<file path="src/rtl/alu_writeback_pkg.sv">
// alu_writeback_pkg -- shared types for the ALU writeback stage.
//   alu_op     : ALU operation encoding (branch compares are LT..NE)
//   wb_entry_t : one buffered ALU result (op, rd, result, pc, offset)
//   wb_state_e : writeback control state (RUN / FLUSH)
//   is_branch  : true for the compare ops that resolve a branch
package alu_writeback_pkg;

   typedef enum logic [3:0] {
      OP_ADD, OP_SUB, OP_AND, OP_OR, OP_XOR, OP_SLL, OP_SRL, OP_SRA,
      OP_SLT, OP_SLTU, OP_LT, OP_LTU, OP_GE, OP_GEU, OP_EQ, OP_NE
   } alu_op;

   typedef struct packed {
      alu_op       op;
      logic [4:0]  rd;
      logic [31:0] result;
      logic [31:0] pc;
      logic [31:0] offset;
   } wb_entry_t;

   typedef enum logic {ST_RUN, ST_FLUSH} wb_state_e;

   function automatic logic is_branch(alu_op op);
      case (op)
         OP_LT, OP_LTU, OP_GE, OP_GEU, OP_EQ, OP_NE: return 1'b1;
         default:                                    return 1'b0;
      endcase
   endfunction

endpackage

</file>
<file path="src/rtl/alu_writeback_if.sv">


interface wb_fifo_if;
   logic                        push;
   logic                        pop;
   logic                        flush;
   alu_writeback_pkg::wb_entry_t wdata;
   alu_writeback_pkg::wb_entry_t head;
   logic                        full;
   logic                        empty;

   modport master (output push, pop, flush, wdata, input  head, full, empty);
   modport slave  (input  push, pop, flush, wdata, output head, full, empty);
endinterface

</file>
<file path="src/rtl/alu_writeback_fifo.sv">
// wb_fifo -- DEPTH-entry circular buffer of writeback entries.
//   clk_i : clock (rising edge)
//   rst_i : synchronous active-high reset, empties the buffer
//   bus   : wb_fifo_if.slave (push/pop/flush in, head/full/empty out)
// flush wins over push/pop and empties the buffer in one edge. The caller
// never pops while empty nor pushes while full.
module wb_fifo
   import alu_writeback_pkg::*;
#(
   parameter int DEPTH = 2
) (
   input logic      clk_i,
   input logic      rst_i,
   wb_fifo_if.slave bus
);

   localparam int            AW       = $clog2(DEPTH);
   localparam logic [AW:0]   FULL_CNT = (AW+1)'(DEPTH);

   wb_entry_t     mem_q [DEPTH];
   logic [AW-1:0] wptr_q, rptr_q;
   logic [AW:0]   count_q;

   // Storage array needs no reset: the count decides what is valid.
   always_ff @(posedge clk_i) begin
      if (bus.push) mem_q[wptr_q] <= bus.wdata;
   end

   // DEPTH is a power of two, so the pointers wrap by plain overflow.
   always_ff @(posedge clk_i) begin
      if (rst_i || bus.flush) begin
         wptr_q  <= '0;
         rptr_q  <= '0;
         count_q <= '0;
      end else begin
         if (bus.push) wptr_q <= wptr_q + 1'b1;
         if (bus.pop)  rptr_q <= rptr_q + 1'b1;
         case ({bus.push, bus.pop})
            2'b10:   count_q <= count_q + 1'b1;
            2'b01:   count_q <= count_q - 1'b1;
            default: count_q <= count_q;
         endcase
      end
   end

   assign bus.head  = mem_q[rptr_q];
   assign bus.empty = (count_q == '0);
   assign bus.full  = (count_q == FULL_CNT);

endmodule

</file>
<file path="src/rtl/alu_writeback.sv">
// alu_writeback -- buffers ALU results and retires them either as
// register-file writes or as branch resolutions.
//   req_i, rst_i         : clock (rising edge), synchronous active-high reset
//   in_valid_i/in_ready_o: result handshake; in_op_i, in_rd_i, in_result_i,
//                          in_pc_i, in_offset_i carry the entry
//   rf_we_o, rf_waddr_o, rf_wdata_o, rf_gnt_i : register-file write port
//   br_valid_o, br_taken_o, br_target_o       : branch resolution
//   perf_retired_o, perf_flush_o : only with ALU_WB_PERF_EN defined
// The head entry drives the outputs straight from storage, so a result is
// visible one edge after it is accepted. A taken branch empties the buffer
// and spends one FLUSH cycle refusing new input.
module alu_writeback
   import alu_writeback_pkg::*;
#(
   parameter int DEPTH = 2
) (
   input  logic        req_i,
   input  logic        rst_i,
   input  logic        in_valid_i,
   output logic        in_ready_o,
   input  alu_op       in_op_i,
   input  logic [4:0]  in_rd_i,
   input  logic [31:0] in_result_i,
   input  logic [31:0] in_pc_i,
   input  logic [31:0] in_offset_i,
   output logic        rf_we_o,
   output logic [4:0]  rf_waddr_o,
   output logic [31:0] rf_wdata_o,
   input  logic        rf_gnt_i,
   output logic        br_valid_o,
   output logic        br_taken_o,
   output logic [31:0] br_target_o
`ifdef ALU_WB_PERF_EN
   ,
   output logic [31:0] perf_retired_o,
   output logic [31:0] perf_flush_o
`endif
);

   wb_state_e state_q, state_d;
   wb_entry_t head;
   logic      head_br, run, push, pop, taken_pop;

   wb_fifo_if fif ();

   wb_fifo #(.DEPTH(DEPTH)) u_fifo (
      .clk_i (req_i),
      .rst_i (rst_i),
      .bus   (fif)
   );

   assign head    = fif.head;
   assign head_br = is_branch(head.op);
   // Gating on rst_i keeps every output quiet during the reset cycle itself.
   assign run     = (state_q == ST_RUN) && !rst_i;

   // State register
   always_ff @(posedge req_i) begin
      if (rst_i) state_q <= ST_RUN;
      else       state_q <= state_d;
   end

   // Next state: FLUSH lasts exactly one cycle
   always_comb begin
      state_d = ST_RUN;
      if (state_q == ST_RUN && taken_pop) state_d = ST_FLUSH;
   end

   // Outputs
   always_comb begin
      in_ready_o  = 1'b0;
      rf_we_o     = 1'b0;
      rf_waddr_o  = '0;
      rf_wdata_o  = '0;
      br_valid_o  = 1'b0;
      br_taken_o  = 1'b0;
      br_target_o = '0;
      if (run) begin
         in_ready_o = !fif.full;
         if (!fif.empty) begin
            if (head_br) begin
               br_valid_o  = 1'b1;
               br_taken_o  = head.result[0];
               br_target_o = head.pc + head.offset;
            end else if (head.rd != 5'd0) begin
               rf_we_o    = 1'b1;
               rf_waddr_o = head.rd;
               rf_wdata_o = head.result;
            end
         end
      end
   end

   assign taken_pop = br_valid_o && br_taken_o;
   // Branches and rd==0 writes leave after one cycle; real writes wait for grant.
   assign pop       = run && !fif.empty && (head_br || head.rd == 5'd0 || rf_gnt_i);
   // An entry accepted alongside a taken branch belongs to the squashed path.
   assign push      = in_valid_i && in_ready_o && !taken_pop;

   assign fif.push  = push;
   assign fif.pop   = pop;
   assign fif.flush = taken_pop;
   assign fif.wdata = '{op: in_op_i, rd: in_rd_i, result: in_result_i,
                        pc: in_pc_i, offset: in_offset_i};

`ifdef ALU_WB_PERF_EN
   logic [31:0] retired_q, flush_q;

   always_ff @(posedge req_i) begin
      if (rst_i) begin
         retired_q <= '0;
         flush_q   <= '0;
      end else begin
         if (pop)       retired_q <= retired_q + 32'd1;
         if (taken_pop) flush_q   <= flush_q + 32'd1;
      end
   end

   assign perf_retired_o = retired_q;
   assign perf_flush_o   = flush_q;
`endif

endmodule

</file>
<file path="config.mk">
export PLATFORM = sky130hd
export DESIGN_NAME = alu_writeback
export DESIGN_NICKNAME = d
export VERILOG_FILES = /design/src/rtl/alu_writeback_pkg.sv /design/src/rtl/alu_writeback_if.sv /design/src/rtl/alu_writeback_fifo.sv /design/src/rtl/alu_writeback.sv
export SDC_FILE = /design/constraint.sdc
export NUM_CORES = 1
export LEC_CHECK = 0
export ABC_AREA = 1
export CORE_MARGIN = 10
export CORE_UTILIZATION = 48
export DETAILED_ROUTE_END_ITERATION = 8
export PLACE_DENSITY_LB_ADDON = 0.12
export SYNTH_ARGS = -nofsm -noshare
export SYNTH_HDL_FRONTEND = slang
export SYNTH_SLANG_ARGS = --single-unit
</file>
<file path="constraint.sdc">
create_clock -name req_i -period 7 [get_ports req_i]
set_input_delay 1.4 -clock req_i [delete_from_list [all_inputs] [get_ports req_i]]
set_output_delay 1.4 -clock req_i [all_outputs]
set_load 0.005 [all_outputs]
</file>
==> run summary, run 1 <==
DRT Pass-1 Iters: 5
chip width: 168 um
Worst slew margin: 34.6%
# port buffers: 180
first-pass GRT wire length: 39,200 um
Starting Density: 48.6%
vias: 7,773
Yosys warning count: 0
top_reg_cell synth: edfxtp_1
IO Count: 182
total grt overflow: 0
Crit. End Element: output port
post-DR wirelength/cell: 15.4 um
Setup Skew: 0.0160 ns
Die H: 168 um
syn avg cell area: 9.38 um^2
Num Clock Sinks: 214
Post-synth ARST share: 0%
die area: 28,400 um^2
post_cts resized: 0
R2R Setup Slk: 3.05 ns
Clock Pin Slew Worst Setup and Hold Paths: 0.06 ns
Critical Path AT: 4.13 ns
CTS Buf Count: 23
Final Cell Area: 13,400 um^2
kind of critical path: reg -> out
largest net degree at the start of global routing: 75
worst hold endpoint: u_fifo.rptr_q$_SDFFE_PP0P_
count of state elements after synthesis: 214
GP Congestion: 0.907
final slew viol count: 0
Fin. Hold Viols: 0
post-DP HPWL: 17,500 um
CP max FO: 36
clock period minus worst slack: 5.53 ns
Post-Place Cell Area: 12,600 um^2
Bufs on Longest Clock Path: 3
Yosys cell types: 39
outcome: completed
share of layout cells above drive strength 1: 7.68%
reg-to-reg endpoint: u_fifo.mem_q[0][13]$_DFFE_PP_
drc violations: 0
most frequent cells in the layout: nand2_1, edfxtp_1, clkdlybuf4s50_1
CTS Hold Bufs: 0
number of H-tree levels: 1
Max-Cap Viols: 0
core area: 21,800 um^2
commonest non-fill, non-tap cell in the layout: nand2_1
Worst-Skew Late Latency: 0.50 ns
hold path start: u_fifo.rptr_q$_SDFFE_PP0P_
Post-synth EDFFs: 208
Slew @ Worst Pin: 0.981 ns
Max Freq: 181 MHz
register area share after synthesis: 60.2%
FP Rows: 54
Detail Route Antenna Nets: 0
Syn Inst Count: 1,127
VDD IR max: 196 uV
Root Buffer: clkbuf_16
GRT Util Overall: 17.0%
Final #Nets: 1,454
Syn Std Cell Area: 10,600 um^2
DRT Wirelength: 24,700 um
HP Class: reg -> reg
Vias/cell: 4.82
setup bufs post-CTS: 0
Critical Path RT: 5.60 ns
Reg2Reg Depth: 10
P per Cell Area: 254 nW/um^2
RSZ-0062 raised after global routing: false
CP Launch Type: flip-flop
syn_nets: 1,269
Final setup viols: 0
Leakage: 5.62 nW
CTS tree: built
Final period util: 79.0%
vias in the first global route: 7,752
initial DRC count: 439
layout overhead on the synthesized area: 26.6%
final setup TNS: 0 ns
hold depth: 2
antenna violations before repair: 3
synth_stat cells, types with 4 or more instances:
| master | number | area share, % |
|---|---|---|
| a21oi_1 | 54 | 2.6 |
| a21oi_2 | 28 | 2.3 |
| buf_6 | 5 | 0.53 |
| clkbuf_1 | 16 | 0.57 |
| dfxtp_1 | 6 | 1.1 |
| edfxtp_1 | 208 | 59 |
| ha_1 | 32 | 3.8 |
| inv_1 | 125 | 4.4 |
| inv_2 | 12 | 0.43 |
| nand2_1 | 473 | 17 |
| nand2_2 | 5 | 0.30 |
| nand3_1 | 22 | 1.0 |
| nor2_1 | 76 | 2.7 |
| nor3_1 | 6 | 0.28 |
| o21ai_0 | 11 | 0.52 |
| o21ai_1 | 4 | 0.19 |
| o21ai_2 | 4 | 0.33 |
power by group:
part	total, mW	switching (mW)	internal, mW	leakage [nW]
combinational	0.750	0.470	0.280	3.31
sequential	1.49	0.0192	1.48	1.96
clock	1.16	0.452	0.708	0.354
total	3.40	0.940	2.46	5.62
stage by stage:
step	total power [mW]	worst slack [ns]	cells	hold slack [ns]	util, %
after floorplan	2.02	0.102	1127	0.456	-
after detailed placement	2.27	1.92	1567	0.489	58.1
after global routing	3.60	1.02	1608	0.524	61.5
after global placement	2.26	1.88	1567	0.470	58.1
after CTS	3.45	1.37	1608	0.499	61.5
final	3.40	1.47	1611	0.497	61.5
flip-flops by register name (all words and copies together) (netlist names), named ones only:
signal          count
state_q             1
u_fifo.count_q      2
u_fifo.mem_q      208
u_fifo.rptr_q       1
u_fifo.wptr_q       1
layout make-up:
class,count,area (um^2)
antenna,3,7.51
clock buffer,33,643
clock inverter,8,88.8
fill,1899,8370
inverter,138,520
multi-input combinational,748,3550
sequential,214,6370
tap,280,350
timing repair buffer,187,1850
worst max-delay path by stage:
stage | startpoint | endpoint | slack [ns] | depth (start not counted)
after CTS | flip-flop | br_target_o[20] | 1.37 | 15
final | flip-flop | br_target_o[28] | 1.47 | 14
after floorplan | rst_i | u_fifo.mem_q[1][0]$_DFFE_PP_ | 0.10 | 7
after global routing | flip-flop | br_target_o[24] | 1.02 | 14
after global placement | flip-flop | br_target_o[19] | 1.88 | 15
after detailed placement | flip-flop | br_target_o[20] | 1.92 | 15
routing by layer:
layer  up-vias  part of all wire (%)  track usage, %
met2       211                    47            28.0
li1       4032                     -               -
met5         -                 0.053               0
met3        31                    10            7.12
met1      3497                    41            20.0
met4         2                   1.7            4.50
cell families (layout without fill, tap and decap cells):
| group | count (synthesis) | count (layout) | share of synthesized area [%] |
|---|---|---|---|
| AOI/OAI and AO/OA | 109 | 109 | 6.57 |
| xor gates and xnor gates | 6 | 6 | 0.497 |
| adders and majority gates | 33 | 33 | 3.98 |
| buffers and inverters | 165 | 366 | 6.33 |
| DFF | 214 | 214 | 60.2 |
| other | 0 | 3 | 0 |
| and+or+nand+nor | 600 | 600 | 22.4 |
worst max-delay path: stages (launching register included):
cell and delay (ns):
dfxtp_4 0.54, clkinv_2 0.50, buf_4 0.45, nand2_1 0.10, nand2_1 0.07, ha_1 0.37, nand2_1 0.13, nor2_1 0.21
nand3_1 0.11, nand3_1 0.18, nand2_1 0.10, nand3_1 0.09, nand2_1 0.05, nor2_1 0.18, clkdlybuf4s50_1 0.54
(Power assumes the default switching activity.)
==> run 2, diff against run 1 <==
clock period = 4.8 ns   (was 7 ns; I/O delays follow)
==> run 2 against run 1 <==
Sequential power up 46%. Highest routed layer unchanged. Critical path type unchanged. Combinational power is 48% higher. Sequential share of layout area decreased by 0.076 points. Die area did not move. Critical endpoint unchanged. Setup slack worse by 1.2 ns.
==> run summary, run 2 (synthesized netlist as in run 1, its figures left out) <==
layout filler cell count: 1,860
CP max FO: 33
Die H: 168 um
pre-CTS setup slack: 0.625 ns
Setup Skew: 0.00733 ns
final core occ: 61.6%
share of layout cells above drive strength 1: 7.68%
Clock Pin Slew Worst Setup and Hold Paths: 0.06 ns
Crit. End Element: output port
chip width: 168 um
final worst slack: 0.319 ns
hold depth: 2
Detail Route Antenna Nets: 0
post-DP HPWL: 17,800 um
Final setup viols: 0
CP Launch Type: flip-flop
P_int: 3.58 mW
IO Count: 182
post_cts resized: 0
layout overhead on the synthesized area: 26.8%
sw frac: 27.8%
final setup TNS: 0 ns
HP Class: reg -> reg
first-pass GRT wire length: 39,900 um
CTS Buf Count: 22
GP Congestion: 0.894
logic gate share of total power: 22.3%
core area: 21,800 um^2
Worst-Skew Late Latency: 0.50 ns
Reg2Reg Depth: 12
hold path start: u_fifo.rptr_q$_SDFFE_PP0P_
# port buffers: 180
most frequent cells in the layout: nand2_1, edfxtp_1, clkdlybuf4s50_1
setup bufs post-CTS: 0
max reg flops: 208
Final #Nets: 1,454
VDD IR max: 326 uV
GRT Util Overall: 17.2%
P per Cell Area: 369 nW/um^2
largest reg by FF count: u_fifo.mem_q
DRT Wirelength: 24,900 um
Max-Cap Viols: 0
initial DRC count: 470
outcome: completed
Bufs on Longest Clock Path: 3
RSZ-0062 raised after global routing: false
Critical Path AT: 3.52 ns
kind of critical path: reg -> out
clock period minus worst slack: 4.48 ns
sw power: 1.38 mW
DRT Pass-1 Iters: 5
Total Power: 4.95 mW
worst hold margin: 0.477 ns
CTS Hold Bufs: 0
register area: 6370 um^2
antenna violations before repair: 3
Root Buffer: clkbuf_16
Slew @ Worst Pin: 0.664 ns
largest net degree at the start of global routing: 106
final slew viol count: 0
vias: 7,824
Final period util: 93.3%
Multi-input gate area: 3550 um^2
FP Rows: 54
Num Clock Sinks: 214
Fin. Hold Viols: 0
Starting Density: 48.6%
number of H-tree levels: 1
Max Freq: 223 MHz
reg-to-reg endpoint: u_fifo.mem_q[1][35]$_DFFE_PP_
drc violations: 0
R2R Setup Slk: 1.26 ns
total grt overflow: 0
share of total power in sequential cells: 43.9%
die area: 28,400 um^2
Vias/cell: 4.86
vias in the first global route: 7,948
Critical Path RT: 3.84 ns
biggest regs: u_fifo.mem_q: 208 flops, u_fifo.count_q: 2 flops
commonest non-fill, non-tap cell in the layout: nand2_1
Clock power frac: 33.8%
Leakage: 5.63 nW
Worst slew margin: 55.7%
post-DR wirelength/cell: 15.5 um
CTS tree: built
run 2: layout make-up:
type | instances | share of cell area [%]
Timing Repair Buffer | 188 | 14.2
Clock buffer | 32 | 4.69
Sequential cell | 214 | 47.5
Clock inverter | 8 | 0.644
Multi-Input combinational cell | 748 | 26.5
Antenna cell | 1 | 0.0187
Inverter | 138 | 3.87
Tap cell | 280 | 2.61
run 2: how the worst max path moves through the flow:
stage                     cells after the start  startpoint                      endpoint  slack, ns
final                                        16   flip-flop               br_target_o[28]       0.32
after global routing                         15   flip-flop               br_target_o[31]       0.02
after CTS                                    11   flip-flop                    br_taken_o       0.16
after detailed placement                      9       rst_i               br_target_o[10]       0.63
after global placement                        9       rst_i                br_target_o[8]       0.60
after floorplan                               7       rst_i  u_fifo.mem_q[1][0]$_DFFE_PP_       0.12
run 2: power by group through the flow:
stage / Sequential [mW] / Clock (mW) / Combinational [mW]
after floorplan: 2.21 / 0 / 0.730
after global placement: 2.21 / 0 / 1.09
after detailed placement: 2.21 / 0 / 1.11
after CTS: 2.17 / 1.72 / 1.12
after global routing: 2.18 / 1.79 / 1.27
final: 2.17 / 1.68 / 1.11
run 2: routing by layer:
metal	global-route usage [%]	wire (um)	share of wire [%]	up-vias
met5	0	26	0.10	-
met4	3.90	350	1.4	4
met3	7.31	2500	10	28
met2	28.9	11900	48	182
met1	19.9	10100	41	3582
li1	-	-	-	4028
run 2: stage by stage:
step	cells	area, um^2
floorplan	1127	10600
global route	1608	13400
CTS	1608	13400
global placement	1568	12700
detailed placement	1568	12700
finish	1609	13400
run 2: worst max-delay path, stage by stage, from the launching register on:
cell and delay (ns):
dfxtp_4 0.38, buf_6 0.25, nand2_1 0.08, nand2_1 0.08
ha_1 0.19, inv_1 0.06, fa_1 0.39, inv_1 0.10
nand3_1 0.07, nand3_1 0.18, nand3_1 0.11, nand3_1 0.19
nand2_1 0.11, nand3_1 0.09, nand2_1 0.05, nor2_1 0.15
clkdlybuf4s50_1 0.53
==> run 3, diff against run 2 <==
GPL_TIMING_DRIVEN = 0   (was unset)
==> run 3 against run 2 <==
Register-to-register slack better by 0.59 ns. Maximum frequency is 1.7% lower. Flip-flop and latch count stayed put. Critical endpoint is now br_target_o[24]. Clock-buffer cell count is 2 lower.
==> run summary, run 3 (synthesized netlist as in run 1, its figures left out) <==
Starting Density: 48.6%
Final setup viols: 0
Reg2Reg Depth: 12
most frequent cells in the layout: nand2_1, edfxtp_1, clkdlybuf4s50_1
total grt overflow: 0
Die H: 168 um
Inst Count DP: 1,593
Final Cell Area: 13,600 um^2
Worst slew margin: 57.3%
P per Cell Area: 365 nW/um^2
Clock Pin Slew Worst Setup and Hold Paths: 0.06 ns
CP Launch Type: flip-flop
die area: 28,400 um^2
Leakage: 5.72 nW
Setup Skew: 0.0133 ns
# port buffers: 180
antenna violations before repair: 4
max reg flops: 208
Detail Route Antenna Nets: 0
CTS tree: built
Vias/cell: 4.84
GP Congestion: 0.894
FP Rows: 54
final worst slack: 0.242 ns
reg-to-reg endpoint: u_fifo.mem_q[1][16]$_DFFE_PP_
Fin. Hold Viols: 0
R2R Path Start: u_fifo.mem_q[1][102]$_DFFE_PP_
CP max FO: 19
GRT Util Overall: 17.1%
number of H-tree levels: 1
Max Freq: 219 MHz
DRT Wirelength: 25,100 um
vias in the first global route: 7,813
setup bufs post-CTS: 0
Crit. End Element: output port
Final period util: 95.0%
Critical Path RT: 3.84 ns
DRT Pass-1 Iters: 5
R2R Setup Slk: 1.85 ns
Critical Path AT: 3.60 ns
drc violations: 0
Root Buffer: clkbuf_16
commonest non-fill, non-tap cell in the layout: nand2_1
final slew viol count: 0
Total Power: 4.96 mW
CTS Hold Bufs: 0
Final Non-Filler Cells: 1,629
CTS Buf Count: 23
Num Clock Sinks: 214
biggest regs: u_fifo.mem_q: 208 flops, u_fifo.count_q: 2 flops
largest net degree at the start of global routing: 32
IO Count: 182
VDD IR max: 280 uV
post_cts resized: 1
core area: 21,800 um^2
Final #Nets: 1,477
clock period minus worst slack: 4.56 ns
post-DP HPWL: 19,000 um
post-DR wirelength/cell: 15.4 um
initial DRC count: 349
vias: 7,882
kind of critical path: reg -> out
Slew @ Worst Pin: 0.639 ns
outcome: completed
chip width: 168 um
HP Class: reg -> reg
Post-Place Cell Area: 12,900 um^2
Bufs on Longest Clock Path: 3
first-pass GRT wire length: 39,500 um
Max-Cap Viols: 0
Worst-Skew Late Latency: 0.51 ns
share of layout cells above drive strength 1: 8.61%
layout overhead on the synthesized area: 28.4%
pre-CTS setup slack: -0.156 ns
Critical Path End: br_target_o[24]
largest reg by FF count: u_fifo.mem_q
[run 3: power by group]
part	total, mW	switching [mW]	internal (mW)
clock network	1.65	0.669	0.981
logic	1.14	0.703	0.435
registers	2.17	0.0212	2.15
total	4.96	1.39	3.57
[run 3: final cells by class]
cell class / instances / area, um^2
Timing Repair Buffer: 186 / 1920
Inverter: 138 / 519
Buffer: 24 / 159
Clock buffer: 30 / 602
Antenna cell: 1 / 2.50
Clock inverter: 8 / 88.8
Tap cell: 280 / 350
Sequential cell: 214 / 6370
Fill cell: 1801 / 8180
Multi-Input combinational cell: 748 / 3570
[run 3: worst min path at each step]
stage,to,startpoint,cells past startpoint
2_1_floorplan,flip-flop,u_fifo.rptr_q$_SDFFE_PP0P_,2
3_3_place_gp,u_fifo.rptr_q$_SDFFE_PP0P_,u_fifo.rptr_q$_SDFFE_PP0P_,2
3_5_place_dp,u_fifo.rptr_q$_SDFFE_PP0P_,u_fifo.rptr_q$_SDFFE_PP0P_,2
4_1_cts,u_fifo.rptr_q$_SDFFE_PP0P_,u_fifo.rptr_q$_SDFFE_PP0P_,2
5_1_grt,u_fifo.rptr_q$_SDFFE_PP0P_,u_fifo.rptr_q$_SDFFE_PP0P_,2
6_report,u_fifo.rptr_q$_SDFFE_PP0P_,u_fifo.rptr_q$_SDFFE_PP0P_,2
[run 3: metrics by stage]
stage	hold WS (ns)	utilization (%)	TNS, ns
2_1_floorplan	0.456	-	0
3_3_place_gp	0.469	58.5	-449.73
3_5_place_dp	0.476	59.1	-0.781
4_1_cts	0.486	62.2	0
5_1_grt	0.517	62.4	-0.00106
6_report	0.485	62.4	0
[run 3: worst max-delay path, stage by stage, from the launching register on]
cell and delay, ns:
dfxtp_1 0.32, inv_2 0.09, buf_12 0.19, buf_4 0.20
nand2_1 0.06, nand2_1 0.06, ha_1 0.19, inv_1 0.06
fa_1 0.40, inv_1 0.10, nand3_1 0.09, nand3_2 0.13
nand2_1 0.09, nand2_1 0.12, nand2_1 0.09, nand4_1 0.09
nand2_1 0.05, nor2_1 0.19, clkdlybuf4s50_1 0.55
[run 3: per-layer routing]
| layer | part of all wire (%) | GRT usage, % | up-vias |
|---|---|---|---|
| li1 | - | - | 4078 |
| met1 | 41 | 20.1 | 3561 |
| met2 | 47 | 28.8 | 208 |
| met3 | 10 | 6.80 | 31 |
| met4 | 1.8 | 3.94 | 4 |
| met5 | 0.14 | 0 | - |
